### src/rtl/alu_arbiter.sv
// Two-requester front end for a single shared combinational ALU.
// Round-robin grant on ties, one operation in flight, response held until consumed.
module alu_arbiter #(
  parameter int WIDTH = 16,
  parameter int OPW   = 3
) (
  input  logic             clk,
  input  logic             rst_n,
  input  logic             req0_valid,
  output logic             req0_ready,
  input  logic [WIDTH-1:0] req0_x,
  input  logic [WIDTH-1:0] req0_y,
  input  logic [OPW-1:0]   req0_op,
  input  logic             req0_cin,
  input  logic             req1_valid,
  output logic             req1_ready,
  input  logic [WIDTH-1:0] req1_x,
  input  logic [WIDTH-1:0] req1_y,
  input  logic [OPW-1:0]   req1_op,
  input  logic             req1_cin,
  output logic [WIDTH-1:0] alu_x,
  output logic [WIDTH-1:0] alu_y,
  output logic [OPW-1:0]   alu_op,
  output logic             alu_cin,
  input  logic [WIDTH-1:0] alu_out,
  input  logic             alu_cout,
  output logic             rsp0_valid,
  output logic [WIDTH-1:0] rsp0_data,
  output logic             rsp0_cout,
  input  logic             rsp0_ready,
  output logic             rsp1_valid,
  output logic [WIDTH-1:0] rsp1_data,
  output logic             rsp1_cout,
  input  logic             rsp1_ready,
  output logic             busy
);

  typedef enum logic [1:0] {IDLE = 2'd0, EXEC = 2'd1, RESP = 2'd2} state_t;

  state_t           state, next_state;
  logic             last_grant;
  logic             owner;
  logic             grant_valid;
  logic             grant_id;
  logic             accept;
  logic [WIDTH-1:0] x_q, y_q, res_q;
  logic [OPW-1:0]   op_q;
  logic             cin_q, cout_q;

  // On a tie the requester that was not served last wins.
  always_comb begin
    grant_valid = req0_valid | req1_valid;
    grant_id    = 1'b0;
    if (req0_valid && req1_valid) begin
      grant_id = ~last_grant;
    end else if (req1_valid) begin
      grant_id = 1'b1;
    end
  end

  always_ff @(posedge clk or negedge rst_n) begin
    if (!rst_n) begin
      state <= IDLE;
    end else begin
      state <= next_state;
    end
  end

  always_comb begin
    next_state = state;
    req0_ready = 1'b0;
    req1_ready = 1'b0;
    rsp0_valid = 1'b0;
    rsp1_valid = 1'b0;
    accept     = 1'b0;
    case (state)
      IDLE: begin
        req0_ready = grant_valid && !grant_id;
        req1_ready = grant_valid && grant_id;
        accept     = grant_valid;
        if (grant_valid) begin
          next_state = EXEC;
        end
      end
      EXEC: next_state = RESP;
      RESP: begin
        rsp0_valid = !owner;
        rsp1_valid = owner;
        if ((owner && rsp1_ready) || (!owner && rsp0_ready)) begin
          next_state = IDLE;
        end
      end
      default: next_state = IDLE;
    endcase
  end

  // Operands are latched at acceptance so the ALU never sees live request inputs.
  always_ff @(posedge clk or negedge rst_n) begin
    if (!rst_n) begin
      last_grant <= 1'b1;
      owner      <= 1'b0;
      x_q        <= '0;
      y_q        <= '0;
      op_q       <= '0;
      cin_q      <= 1'b0;
      res_q      <= '0;
      cout_q     <= 1'b0;
    end else begin
      if (accept) begin
        owner      <= grant_id;
        last_grant <= grant_id;
        x_q        <= grant_id ? req1_x   : req0_x;
        y_q        <= grant_id ? req1_y   : req0_y;
        op_q       <= grant_id ? req1_op  : req0_op;
        cin_q      <= grant_id ? req1_cin : req0_cin;
      end
      if (state == EXEC) begin
        res_q  <= alu_out;
        cout_q <= alu_cout;
      end
    end
  end

  assign alu_x     = x_q;
  assign alu_y     = y_q;
  assign alu_op    = op_q;
  assign alu_cin   = cin_q;
  assign rsp0_data = res_q;
  assign rsp0_cout = cout_q;
  assign rsp1_data = res_q;
  assign rsp1_cout = cout_q;
  assign busy      = (state != IDLE);

endmodule

### config.mk
export PLATFORM = sky130hd
export DESIGN_NAME = alu_arbiter
export DESIGN_NICKNAME = d
export VERILOG_FILES = /design/src/rtl/alu_arbiter.sv
export SDC_FILE = /design/constraint.sdc
export NUM_CORES = 1
export LEC_CHECK = 0
export BUFFER_PORTS_ARGS = -buffer_cell sky130_fd_sc_hd__buf_2
export CAP_MARGIN = 20
export CORE_UTILIZATION = 45
export CTS_BUF_LIST = sky130_fd_sc_hd__clkbuf_8
export CTS_CLUSTER_DIAMETER = 150
export DETAILED_ROUTE_END_ITERATION = 8
export GPL_TIMING_DRIVEN = 0
export PLACE_DENSITY_LB_ADDON = 0.12
export SYNTH_ARGS = -nofsm -noshare
export SYNTH_HDL_FRONTEND = slang
export SYNTH_SLANG_ARGS = --single-unit
### constraint.sdc
create_clock -name clk -period 3.45 [get_ports clk]
set_input_delay 0 -clock clk [delete_from_list [all_inputs] [get_ports clk]]
set_output_delay 0 -clock clk [all_outputs]
set_load 0.01 [all_outputs]
Yosys cells after proc, flatten, opt, wreduce, memory -nomap -nowiden --
Cells that the tools add are included.
Storage, ports and cells: register bits 57, bits of input ports 95, output and inout port bits 75
Cells by class: reductions and logical operators 11, multiplexer cells 14, equal/unequal tests 4, bitwise gates (word level) 2
Operators with widths (count):
- $mux W16 | 2
- $mux W1 | 8
- $pmux W2 S3 | 1
- $logic_and A1 B1 Y1 | 5
- $mux W2 | 2
- $ne A2 B2 Y1 const B | 2
- $mux W3 | 1
- $eq A2 B1 Y1 const B | 1
- $eq A2 B2 Y1 const B | 1
- $logic_not A1 Y1 | 2
- $logic_not A2 Y1 | 1
- $reduce_and A2 Y1 | 1
- $reduce_bool A2 Y1 | 1
- $logic_or A1 B1 Y1 | 1
- $not A1 Y1 | 1
- $or A1 B1 Y1 | 1

Longest topological paths before layout --
depth after elaboration 5, depth in mapped cells 6

Worst setup path after synthesis --
OpenSTA, ideal clock, no wires.
path kind reg2reg, start register state[0], end register last_grant, data arrival time 1.339 ns, slack 2.051 ns, library setup time 0.060 ns, data required time 3.390 ns, path buffers 2, cell stages (with the launch flop) 7, path through dfrtp_1 nor2_1 clkbuf_1 buf_2 inv_1 nor2_1 a21o_1
On the way: longest elaborated chain between the ends 2
RTL lines:
- start: declaration | line 40 | state_t state, next_state;
- start signal: assignment | line 65 | state <= next_state;
- $logic_not A2 Y1 | line 76 | case (state)
- $mux W1 | line 76
- end signal: assignment | line 111 | last_grant <= grant_id;
- end: declaration | line 41 | logic last_grant;
Every way passes these cells. A chain may end at the register's enable or synchronous reset.

Final worst setup path --
start register state[0], end register x_q[3] (netlist: alu_x[3])
On the way: longest elaborated chain between the ends 2
RTL lines:
- $logic_not A2 Y1 | line 76
- $mux W1 | line 76
- end signal: assignment | line 112 | x_q <= grant_id ? req1_x : req0_x;
- end: declaration | line 46 | logic [WIDTH-1:0] x_q, y_q, res_q;
Every way passes these cells.

==> results.sh <==
export IMPL_num_rows=27
export IMPL_vias=2848
export IMPL_skew_ns=0.00551
export IMPL_drtIter0Drc=128
export IMPL_outcome="complete, no violations"
export IMPL_r2r_slack_ns=1.11
export IMPL_multi_input_area_um2=923
export IMPL_syn_area_per_cell_um2=10.8
export IMPL_peakVddDrop_v=0.000448
export IMPL_drv_cap=0
export IMPL_max_stage_delay_ns=0.57
export IMPL_relSlewSlack_pct=63.7
export IMPL_cp_end_kind="register"
export IMPL_setup_viol=0
export IMPL_seqCellArea_mm2=0.00143
export IMPL_startpoint_type="register"
export IMPL_ys_async_sr_fraction_pct=100
export IMPL_cpMaxStageDelayCell="dlygate4sd3_1"
export IMPL_grt_max_degree=36
export IMPL_ys_ff_latch=57
export IMPL_required_ns=3.71
export IMPL_setup_tns_ns=0
export IMPL_ys_warn_count=0
export IMPL_cts_setup_buffers=0
export IMPL_clockRootBuffer="clkbuf_8"
export IMPL_drive_gt1_share_pct=46.7
export IMPL_drt_wl_total_um=8300
export IMPL_synth_main_ff_cell="dfrtp_1"
export IMPL_hold_path_class="primary input to register"
export IMPL_path_depth=7
export IMPL_detail_route_wl_per_cell_um=14.4
export IMPL_critPathTopFamily="buffers and inverters"
export IMPL_core_mm2=0.00554
export IMPL_fin_crit_sh_pct=67.8
export IMPL_dp_hpwl_um=5150
export IMPL_antenna_found_initial=0
export IMPL_grt_pass1_wl_um=13400
export IMPL_slew_violations=0
export IMPL_synth_seq_area_share_pct=55.1
export IMPL_path_clk_slew_ns=0.06
export IMPL_cts_sinks=57
export IMPL_power_density_mw_per_mm2=853
export IMPL_area_delta_synth_final_pct=73.4
export IMPL_grt_ovfl_total=0
export IMPL_r2r_start="state[0]$_DFFE_PN0P_"
export IMPL_cp_cell_sequence="nor2_1 -> clkbuf_1 -> buf_2 -> buf_2 -> a21oi_1 -> a31oi_1 -> dlygate4sd3_1"
export IMPL_cts_tree="yes"
export IMPL_syn_cell_area_mm2=0.00259
export IMPL_routabilityCongestion=0.808
export IMPL_fin_crit_ns=2.34
export IMPL_clock_path_buffers=2
export IMPL_fp_dieArea_mm2=0.00606
export IMPL_diodes=0
export IMPL_layout_commonest_cell="buf_2"
export IMPL_max_freq_mhz=428
export IMPL_fillers=379
export IMPL_grt_usage_pct=28.9
export IMPL_rsz0062_at_grt="no"
export IMPL_worst_path_buf_inv=4
export IMPL_h_tree_depth=3
export IMPL_detail_route_antenna_nets=0
export IMPL_tightestPinTransition_ns=0.543
export IMPL_portBuffers=169
export IMPL_dieHeight_um=77.9
export IMPL_die_width_um=77.9
export IMPL_synth_nets=335
export IMPL_leakagePower_uw=0.00232
export IMPL_dr_pass1_iters=4
export IMPL_timing_hold_ws_ns=0.0118
export IMPL_first_global_vias=2921
export IMPL_synthDistinctLibCells=22
export IMPL_timing_rr_end="alu_x[3]$_DFFE_PN0P_"
export IMPL_hold_viol=0
export IMPL_total_power_uw=3830
export IMPL_start_util_pct=46.7
export IMPL_crit_top_cell="buf_2"
export IMPL_layout_common_cells="buf_2, dlygate4sd3_1, dfrtp_1, nand2_1"
export IMPL_r2r_worst_path_cells=7
export IMPL_cp_startpoint="state[0]$_DFFE_PN0P_"
export IMPL_hold_depth=3
export IMPL_synth_edf_count=0
export IMPL_crit_type="register to register"
export IMPL_io_pins=170
export IMPL_drc=0
export IMPL_endpoint="alu_x[3]$_DFFE_PN0P_"
export IMPL_nets=593
export IMPL_insertion_delay_ns=0.32
export IMPL_cp_max_fo=10
export IMPL_cp_arrival_ns=2.60
export IMPL_synthCells=240
export IMPL_cts_buffers=9
export IMPL_vias_per_cell=4.95
## worst register-to-register path, stage by stage (launching register included)
cell,delay [ns]
dfrtp_1,0.39
nor2_1,0.20
clkbuf_1,0.33
buf_2,0.28
buf_2,0.26
a21oi_1,0.10
a31oi_1,0.16
dlygate4sd3_1,0.57
## kinds of logic after synthesis
kind of cell / after synthesis / synth area share [%]
DFF: 57 / 55.1
AOI/OAI and AO/OA: 61 / 16.3
buffers and inverters: 39 / 9.23
and+or+nand+nor: 65 / 11.5
muxes: 18 / 7.83
## through the flow
step                      utilization, %  setup slack, ns  instance area (um2)  std cells
after global placement              63.6             1.73                 3530        481
after detailed placement            64.0             1.71                 3550        482
after CTS                           81.1             1.17                 4490        575
final                               81.1             1.11                 4490        575
after global routing                81.1            0.904                 4490        575
after floorplan                        -             2.05                 2590        240
## how the worst min path moves through the flow
stage / to / start / slack, ns
after floorplan: alu_cin$_DFFE_PN0P_ / rst_n / -0.30
after global routing: alu_x[8]$_DFFE_PN0P_ / req1_x[8] / 0.02
final: alu_x[13]$_DFFE_PN0P_ / req1_x[13] / 0.01
after detailed placement: alu_op[0]$_DFFE_PN0P_ / rst_n / 0.008
after CTS: alu_x[4]$_DFFE_PN0P_ / req1_x[4] / 0.002
after global placement: alu_x[14]$_DFFE_PN0P_ / req0_x[14] / 0.23
## synthesized netlist by cell type, types with 2 or more instances
cell,n,area share [%]
dfrtp_1,56,54
nand2_1,41,5.9
a21oi_1,20,3.9
a31oi_1,20,4.8
mux2_2,18,7.8
buf_4,17,4.9
a221o_1,16,6.2
and3_1,16,3.9
buf_2,11,2.1
clkbuf_1,6,0.87
nor2_1,4,0.58
inv_1,3,0.43
buf_6,2,0.87
nand2b_1,2,0.48
## power breakdown
| part | switching (uW) | internal, uW | total [uW] |
|---|---|---|---|
| registers | 202 | 1020 | 1220 |
| logic | 954 | 1110 | 2070 |
| clock network | 253 | 291 | 544 |
## layer usage
metal | GRT usage, % | part of all wire, % | vias to the layer above
met1 | 33.1 | 40 | 1338
met3 | 5.53 | 5.8 | 21
li1 | - | - | 1358
met4 | 14.0 | 2.7 | 0
met2 | 51.3 | 51 | 131
met5 | 0 | 0 | -
## flip-flops by register name (all words and copies together), names as in the netlist
name and cells:
alu_cin 1, alu_x 16, alu_y 16, rsp0_cout 1
rsp0_data 16, owner 1, alu_op 3, state 2
last_grant 1
## area by class of cell
class | instances | share of cell area, %
tap | 72 | 2.01
inverter | 3 | 0.251
clock inverter | 5 | 0.502
buffer | 36 | 5.07
multi-input combinational | 144 | 20.6
timing repair buffer | 247 | 36.4
sequential | 57 | 31.8
clock buffer | 11 | 3.37
## repair_timing
item	CTS	global route
endpoints found under the hold margin	76	0
resized for setup	0	0
hold buffers	77	0
(Power assumes the default switching activity.)
